`config.mk`:
```
export PLATFORM = sky130hd
export DESIGN_NAME = layer_out_collector
export DESIGN_NICKNAME = d
export VERILOG_FILES = /design/src/rtl/layer_out_collector.sv
export SDC_FILE = /design/constraint.sdc
export NUM_CORES = 1
export LEC_CHECK = 0
export CORE_UTILIZATION = 25
export CTS_BUF_LIST = sky130_fd_sc_hd__clkbuf_8
export DETAILED_ROUTE_END_ITERATION = 8
export GPL_ROUTABILITY_DRIVEN = 1
export PLACE_DENSITY_LB_ADDON = 0.25
export SYNTH_ARGS = -nofsm -noshare
export SYNTH_HDL_FRONTEND = slang
export SYNTH_SLANG_ARGS = --single-unit
```
`constraint.sdc`:
```
create_clock -name clk -period 5.55 [get_ports clk]
set_input_delay 0.555 -clock clk [delete_from_list [all_inputs] [get_ports clk]]
set_output_delay 0.555 -clock clk [all_outputs]
set_load 0.02 [all_outputs]
```
`src/rtl/layer_out_collector.sv`:
```
// Collects one NN layer's output vector over valid/ready and exposes it to a host
// with registered random-access readback and a released-vector count. `ARGMAX_EN adds a running argmax.
module layer_out_collector #(
  parameter  int unsigned M  = 8,
  parameter  int unsigned W  = 16,
  localparam int unsigned AW = $clog2(M)
) (
  input  logic          clk,
  input  logic          reset,
  input  logic          s_valid,
  output logic          s_ready,
  input  logic [W-1:0]  data_in,
  output logic          vec_valid,
  input  logic          vec_ready,
  input  logic [AW-1:0] rd_addr,
  output logic [W-1:0]  rd_data,
  output logic [7:0]    vec_count,
  output logic [AW-1:0] max_idx,
  output logic [W-1:0]  max_val
);

  typedef enum logic {RECV, FULL} state_t;

  state_t        state, next_state;
  logic [AW-1:0] wr_idx;
  logic [W-1:0]  vec_buf [M];
  logic          accept_c, release_c, last_c;

  always_ff @(posedge clk) begin
    if (reset) state <= RECV;
    else       state <= next_state;
  end

  // Upstream is held off while reset is asserted even though the state is already RECV.
  assign s_ready   = (state == RECV) && !reset;
  assign vec_valid = (state == FULL);
  assign last_c    = (wr_idx == AW'(M - 1));

  always_comb begin
    next_state = state;
    accept_c   = 1'b0;
    release_c  = 1'b0;
    case (state)
      RECV: begin
        accept_c = s_valid && s_ready;
        if (accept_c && last_c) next_state = FULL;
      end
      FULL: begin
        release_c = vec_ready;
        if (vec_ready) next_state = RECV;
      end
      default: next_state = RECV;
    endcase
  end

  // Vector storage is deliberately left unreset.
  always_ff @(posedge clk) begin
    if (accept_c) vec_buf[wr_idx] <= data_in;
  end

  always_ff @(posedge clk) begin
    if (reset) begin
      wr_idx    <= '0;
      vec_count <= '0;
      rd_data   <= '0;
    end else begin
      if (accept_c) wr_idx <= last_c ? '0 : AW'(wr_idx + 1'b1);
      if (release_c) vec_count <= vec_count + 8'd1;
      rd_data <= (32'(rd_addr) < M) ? vec_buf[rd_addr] : '0;
    end
  end

`ifdef ARGMAX_EN
  // Word 0 seeds the max; later words win only on strictly greater, so ties keep the lowest index.
  always_ff @(posedge clk) begin
    if (reset) begin
      max_idx <= '0;
      max_val <= '0;
    end else if (accept_c && ((wr_idx == '0) || ($signed(data_in) > $signed(max_val)))) begin
      max_idx <= wr_idx;
      max_val <= data_in;
    end
  end
`else
  assign max_idx = '0;
  assign max_val = '0;
`endif

endmodule

```
# After elaboration in Yosys (flattened, before gate mapping)
# Memory sizes are Yosys's and may differ from the RTL's. A register that Yosys moved wholly into a read port is not among the register bits.
# Index checks and enable logic that the tools add are counted.
[word_totals]
regBits = 12
mem_bits_rw = 128
in_bits = 23
out_inout_bits = 45
wordCells = 20
mem_count = 1
[memory_table]
columns = ["memory", "words", "word_bits", "read_ports", "rd_ports_with_merged_regs", "write_ports", "line_no", "rtl"]
rows = [
  ["vec_buf", 8, 16, 1, 1, 1, "26", "logic [W-1:0] vec_buf [M];"],
]
[classes]
add_sub_neg = 2
n_eq_ne = 1
n_mux = 8
n_bitwise = 1
reduce_logical = 4
[ops]
columns = ["op", "n"]
rows = [
  ["adder 8 x 1 -> 8 bit (second input constant)", 1],
  ["two-way mux 1 bit", 6],
  ["adder 3 x 1 -> 3 bit (second input constant)", 1],
  ["equality test 3 bit (second input constant)", 1],
  ["logical AND 1 bit", 3],
  ["two-way mux 3 bit", 1],
  ["one-hot mux 1 bit (2 select lines)", 1],
  ["zero test 1 bit", 1],
  ["inverter 1 bit", 1],
]

# Logic depth before layout (Yosys ltp)
# Gate-level depths: netlist of run 1.
[logic_depth]
word_depth = 6
depth_mapped = 5

# Least setup slack after synthesis of run 1
# OpenSTA, ideal clock, no wires.
[synth_timing]
kind = "register -> register"
start = "reg state (netlist: vec_valid)"
end = "mem vec_buf[0][0], enable pin"
t_arrival_ns = 2.205
required_time_ns = 5.141
slack_ns = 2.936
stages_incl_launch_ff = 5
path_buffers = 1
path_cell_list = "dfxtp_1 -> clkbuf_2 -> nand2b_1 -> or3_1 -> nor3_1"
[synth_between]
elab_chain_len = 6
[synth_rtl]
columns = ["item", "line_no", "rtl"]
rows = [
  ["start: declaration", "24", "state_t state, next_state;"],
  ["start signal: assignment", "31", "else state <= next_state;"],
  ["inverter 1 bit", "n/a", ""],
  ["logical AND 1 bit", "35", "assign s_ready = (state == RECV) && !reset;"],
  ["logical AND 1 bit", "45", "accept_c = s_valid && s_ready;"],
  ["two-way mux 1 bit *", "43", "case (state)"],
  ["two-way mux 1 bit *", "58", "if (accept_c) vec_buf[wr_idx] <= data_in;"],
  ["two-way mux 1 bit (implied by the code) *", "58", ""],
  ["end: declaration", "26", ""],
]
# Every way passes the cells marked *; elsewhere a longest branch is shown, timed or not.

# Worst setup path in the final report of run 1
[layout_timing]
start = "in reset"
end = "out s_ready"
[layout_between]
elab_chain_len = 2
[layout_rtl]
columns = ["item", "line_no", "rtl"]
rows = [
  ["start: declaration", "9", "input logic reset,"],
  ["zero test 1 bit", "35", ""],
  ["logical AND 1 bit", "35", ""],
  ["end: declaration", "11", "output logic s_ready,"],
]
# Every way passes these cells.

==> results of run 1 <==
[worst max-delay path: stages]
cell	delay, ps
clkdlybuf4s50_1	460
buf_4	340
nor2_1	90
clkdlybuf4s50_1	540
[per-layer routing]
metal | global-route usage [%] | vias to the layer above
met2 | 17.0 | 69
li1 | - | 1309
met4 | 4.34 | 0
met3 | 2.71 | 13
met5 | 0 | -
met1 | 12.5 | 1451
[placed cells by master (no fill, tap or decap), types with 2 or more instances in the layout]
| master | n |
|---|---|
| nand4_1 | 2 |
| nor2_1 | 28 |
| clkbuf_8 | 18 |
| clkinv_4 | 4 |
| clkinvlp_4 | 3 |
| bufinv_16 | 4 |
| clkdlybuf4s50_1 | 47 |
| inv_1 | 3 |
| buf_4 | 11 |
| nand2b_1 | 3 |
| or3_1 | 5 |
| nand2_1 | 8 |
| edfxtp_1 | 128 |
| nand3_1 | 3 |
| ha_1 | 3 |
| a21oi_1 | 8 |
| dfxtp_1 | 28 |
| mux4_2 | 31 |
| conb_1 | 19 |
| o21ai_0 | 4 |
| mux2i_1 | 17 |
| nand3b_1 | 2 |
[registers in the layout (all words and copies together), names as in the netlist]
name       cells
wr_idx         3
vec_valid      1
vec_count      8
rd_data       16
vec_buf      128
[power by group through the flow]
stage	combinational, mW	sequential [mW]	clock [mW]
after floorplan	0.0870	1.33	0
after detailed placement	0.150	1.32	0
after global routing	0.159	1.29	0.993
after global placement	0.148	1.32	0
after CTS	0.150	1.29	0.949
final	0.147	1.29	0.922
[metrics by stage]
stage	cells	hold WS [ps]	setup WS, ps	area (sq um)
2_1_floorplan	332	493	2940	6010
3_3_place_gp	678	472	2600	6740
3_5_place_dp	678	486	2570	6740
4_1_cts	710	497	2970	7180
5_1_grt	710	535	2930	7180
6_report	710	494	2990	7180
[final timing paths]
check,from,endpoint,slack [ps],cells after the start
max,reset,s_ready,2990,4
min,vec_count[1]$_SDFFE_PP0P_,vec_count[1]$_SDFFE_PP0P_,490,2
max reg2reg,vec_valid$_SDFF_PP0_,vec_buf[0][11]$_DFFE_PP_,3310,3
min reg2reg,vec_count[1]$_SDFFE_PP0P_,vec_count[1]$_SDFFE_PP0P_,490,2
[logic make-up (layout without fill, tap and decap cells)]
| group | Yosys count | in the layout | share of synthesized area (%) |
|---|---|---|---|
| AND/OR/NAND/NOR | 55 | 55 | 4.23 |
| other | 1 | 19 | 0.0631 |
| adder cells (fa/ha/maj) | 3 | 3 | 0.631 |
| flip-flops | 156 | 156 | 74.1 |
| multiplexers | 50 | 50 | 15.2 |
| AO/OA/AOI/OAI | 13 | 13 | 1.14 |
| buffers and inverters | 34 | 93 | 4.33 |
| XOR/XNOR | 2 | 2 | 0.295 |
[layout make-up]
| type | instances | area [sq um] |
|---|---|---|
| Inverter | 2 | 7.51 |
| Timing Repair Buffer | 59 | 558 |
| Clock buffer | 18 | 248 |
| Fill cell | 2303 | 16200 |
| Sequential cell | 156 | 4400 |
| Clock inverter | 14 | 195 |
| Multi-Input combinational cell | 142 | 1370 |
| Tap cell | 319 | 399 |
==> impl_metrics.py, run 1 <==
metrics = {
    "die": {
        "die_w_microns": 156,
        "ios": 68,
        "dieArea_sq_um": 24400,
        "die_h_microns": 156,
        "rows": 56,
        "initial_core_util_pct": 25.4,
        "core_region_area_sq_um": 23400,
    },
    "sta": {
        "maxSlewViolCount": 0,
        "period_share_pct": 46.1,
        "finClkSkew_ps": 12.0,
        "rsz0062_at_grt": "false",
        "hold_violations": 0,
        "slew_headroom_pct": 30.9,
        "finalSetupViolations": 0,
        "fin_crit_ps": 2560,
        "tightest_slew_ps": 1030,
        "max_freq_mhz": 391,
        "fin_setup_tns_ps": 0,
    },
    "clock_network": {
        "clkSinkCount": 156,
        "cts_setup_buffers": 0,
        "cts_made_buffers": 17,
        "post_cts_resized": 0,
        "hold_buffers": 0,
        "ctsHtreeMaxLevel": 4,
        "cts_buffer_depth": 2,
        "cts-root-buf": "clkbuf_8",
        "cts_tree": "built",
        "clk_latency_ps": 450,
        "cts.clk_slew.worst_paths_ps": 80,
    },
    "power_and_ir_drop": {
        "ir_drop_mv": 0.129,
        "seqPwrFrac_pct": 54.7,
        "switching_share_pct": 21.6,
        "power.leakage_nw": 2.34,
        "p_int_mw": 1.85,
        "clockPowerShare_pct": 39.0,
        "pwr-share-comb_pct": 6.2,
        "fin_total_pwr_mw": 2.36,
        "power_density_nw_per_um2": 329,
        "p_sw_uw": 509,
    },
    "global_route": {
        "grt_start_max_net_pins": 33,
        "grt_usage_pct": 10.2,
        "globalRouteOverflowTotal": 0,
        "antenna_found_initial": 0,
        "grt_pass1_wl_microns": 17700,
        "first_global_vias": 3017,
    },
    "detailed_routing": {
        "wl_per_cell_microns": 16.5,
        "wl_met2_microns": 5840,
        "dr_wl_met3_microns": 479,
        "drc": 0,
        "dr.pass1.iters": 4,
        "vias_per_cell": 4.00,
        "ant_nets": 0,
        "via_count": 2842,
        "met1_length_microns": 5190,
        "wl_microns": 11700,
        "top_layer_used": "met4",
        "dr.first_iter.drc_count": 193,
    },
    "layout": {
        "utilization_pct": 30.7,
        "num_antenna_cells": 0,
        "areaGrowthSynthToFinish_pct": 20.7,
        "drive_gt1_share_pct": 19.7,
        "nets": 404,
    },
    "synth": {
        "synthCells": 314,
        "yosysWarningCount": 0,
        "ys_seq_elements": 156,
        "syn_avg_cell_area_sq_um": 18.9,
        "synth_top_area_share_pct": 64.6,
        "yosysMostFrequentCell": "edfxtp_1",
        "synth.distinct_cells": 31,
        "synth_edf_count": 128,
        "seq_area_frac_synth_pct": 74.1,
        "synthArstFlopShare_pct": 0,
        "netlist_top_cells_area": "edfxtp_1 (65%), mux4_2 (12%), dfxtp_1 (9.4%)",
        "synth_area_leader_cell": "edfxtp_1",
        "synth_ff_type": "edfxtp_1",
        "synth_common_cells": "edfxtp_1 (128), mux4_2 (31), dfxtp_1 (28), nor2_1 (28), buf_4 (19)",
        "netlist_area_sq_um": 5950,
    },
    "placement": {
        "gp_congestion": 0.699,
        "io_buffers": 48,
        "dp_hpwl_microns": 7220,
    },
    "setup_path": {
        "crit_type": "in2out",
        "critPathRequiredTime_ps": 4990,
        "startpoint_type": "input port",
        "endpoint_kind": "output pin",
        "worst_ep_arrival_time_ps": 2000,
        "crit_fanout": 31,
    },
    "min_path": {
        "hold_path.class": "reg2reg",
    },
    "outcome": {
        "status": "completed",
    },
    "flow_run": {
        "maxCapViolations": 0,
    },
}
No activity file was read; power rests on OpenSTA's default activity.
==> inputs of run 2 (changes only) <==
==> constraint.sdc (replaced) <==
create_clock -name clk -period 2.6 [get_ports clk]
set_input_delay 0.26 -clock clk [delete_from_list [all_inputs] [get_ports clk]]
set_output_delay 0.26 -clock clk [all_outputs]
set_load 0.02 [all_outputs]
==> run 2 against run 1 <==
- global-route usage up 0.47 points
- setup slack got worse by 2300 ps
- register-to-register slack got worse by 2600 ps
- critical path type is now reg2out
- largest power group unchanged
==> impl_metrics.py, run 2 (same netlist as run 1, synthesis figures left out) <==
metrics = {
    "outcome": {
        "status": "completed",
    },
    "layout": {
        "final_common_cell": "edfxtp_1",
        "largest_reg_flops": 128,
        "areaGrowthSynthToFinish_pct": 21.3,
        "num_antenna_cells": 0,
        "drive_gt1_share_pct": 21.9,
        "top_register": "vec_buf",
        "top_regs": "vec_buf x128, rd_data x16, vec_count x8",
        "nets": 414,
        "fin_area_sq_um": 7210,
        "final_cell_mix": "edfxtp_1 (128), clkdlybuf4s50_1 (47), mux4_2 (31)",
    },
    "placement": {
        "dp_slack_ps": 534,
        "dp_hpwl_microns": 8070,
        "placed_area_sq_um": 6830,
        "io_buffers": 48,
        "gp_congestion": 0.689,
    },
    "sta": {
        "hold_violations": 0,
        "max_freq_mhz": 535,
        "rsz0062_at_grt": "false",
        "period_share_pct": 71.9,
        "maxSlewViolCount": 0,
        "slew_headroom_pct": 61.9,
        "fin_setup_tns_ps": 0,
        "fin_crit_ps": 1870,
        "finalSetupViolations": 0,
        "finClkSkew_ps": 17.4,
        "setup_ws_ps": 731,
        "tightest_slew_ps": 572,
    },
    "detailed_routing": {
        "vias_per_cell": 4.09,
        "wl_microns": 12100,
        "drc": 0,
        "wl_per_cell_microns": 16.9,
        "dr.pass1.iters": 4,
        "dr.first_iter.drc_count": 128,
        "ant_nets": 0,
        "via_count": 2945,
    },
    "power_and_ir_drop": {
        "power_density_nw_per_um2": 671,
        "fin_total_pwr_mw": 4.84,
        "power.leakage_nw": 2.38,
        "ir_drop_mv": 0.325,
    },
    "clock_network": {
        "ctsHtreeMaxLevel": 4,
        "cts_setup_buffers": 0,
        "cts_tree": "built",
        "cts-root-buf": "clkbuf_8",
        "clkSinkCount": 156,
        "clk_latency_ps": 460,
        "cts.clk_slew.worst_paths_ps": 90,
        "cts_made_buffers": 17,
        "hold_buffers": 0,
        "cts_buffer_depth": 2,
        "post_cts_resized": 0,
    },
    "die": {
        "initial_core_util_pct": 25.4,
        "rows": 56,
        "core_region_area_sq_um": 23400,
        "die_h_microns": 156,
        "die_w_microns": 156,
        "dieArea_sq_um": 24400,
        "ios": 68,
    },
    "setup_path": {
        "slowest_stage": "clkdlybuf4s50_1",
        "endpoint_kind": "output pin",
        "cp_num_buf_inv": 1,
        "worstPathCellList": "clkdlybuf4s50_1",
        "crit_fanout": 9,
        "critPathRequiredTime_ps": 2340,
        "cp_slowest_stage_delay_ps": 660,
        "worst_ep_arrival_time_ps": 1610,
        "crit_type": "reg2out",
        "reg2reg_slack_ps": 760,
        "critPathTopFamily": "buffers and inverters",
        "startpoint_type": "flop",
    },
    "global_route": {
        "grt_pass1_wl_microns": 18500,
        "antenna_found_initial": 0,
        "first_global_vias": 3025,
        "grt_start_max_net_pins": 33,
        "grt_usage_pct": 10.7,
        "globalRouteOverflowTotal": 0,
    },
    "flow_run": {
        "maxCapViolations": 0,
    },
    "min_path": {
        "hold_path.class": "in2reg",
    },
}
-- run 2: cell count changes in the layout (fill, tap and decap cells not counted), moves of 2 or more --
cell        change
buf_4           +8
buf_12          +2
inv_8           +6
clkinvlp_4      -2
bufinv_16       -4
inv_6           +4
-- run 2: worst paths after layout --
| path | from | to | cells after the start |
|---|---|---|---|
| setup / recovery | vec_valid$_SDFF_PP0_ | vec_valid | 1 |
| hold / removal | reset | wr_idx[2]$_SDFFE_PP0P_ | 2 |
| setup reg to reg | vec_valid$_SDFF_PP0_ | vec_buf[4][10]$_DFFE_PP_ | 4 |
| hold reg to reg | vec_count[7]$_SDFFE_PP0P_ | vec_count[7]$_SDFFE_PP0P_ | 2 |
-- run 2: metrics by stage --
stage,hold slack (ps),std cells,utilization (%)
4_1_cts,427,720,30.8
3_5_place_dp,482,688,29.2
3_3_place_gp,464,688,29.2
5_1_grt,450,720,30.8
2_1_floorplan,359,332,-
6_report,456,720,30.8
-- run 2: power breakdown --
group          leakage, nW  total (mW)  switching (mW)  internal, mW
clock                0.194        1.75            1.04         0.717
sequential            1.39        2.76          0.0157          2.74
combinational        0.800       0.326           0.182         0.144
total                 2.38        4.84            1.23          3.60
-- run 2: layout make-up --
| cell class | instances | area [sq um] |
|---|---|---|
| clock buffer | 17 | 234 |
| clock inverter | 15 | 145 |
| fill | 2329 | 16200 |
| inverter | 2 | 7.51 |
| multi-input combinational | 142 | 1360 |
| sequential | 156 | 4400 |
| tap | 319 | 399 |
| timing repair buffer | 69 | 658 |
-- run 2: per-layer routing --
metal	track usage [%]	vias up	part of all wire [%]
met1	13.7	1523	46
met2	16.9	70	48
met3	3.27	13	4.1
li1	-	1339	-
met5	0	-	0
met4	4.30	0	1.6
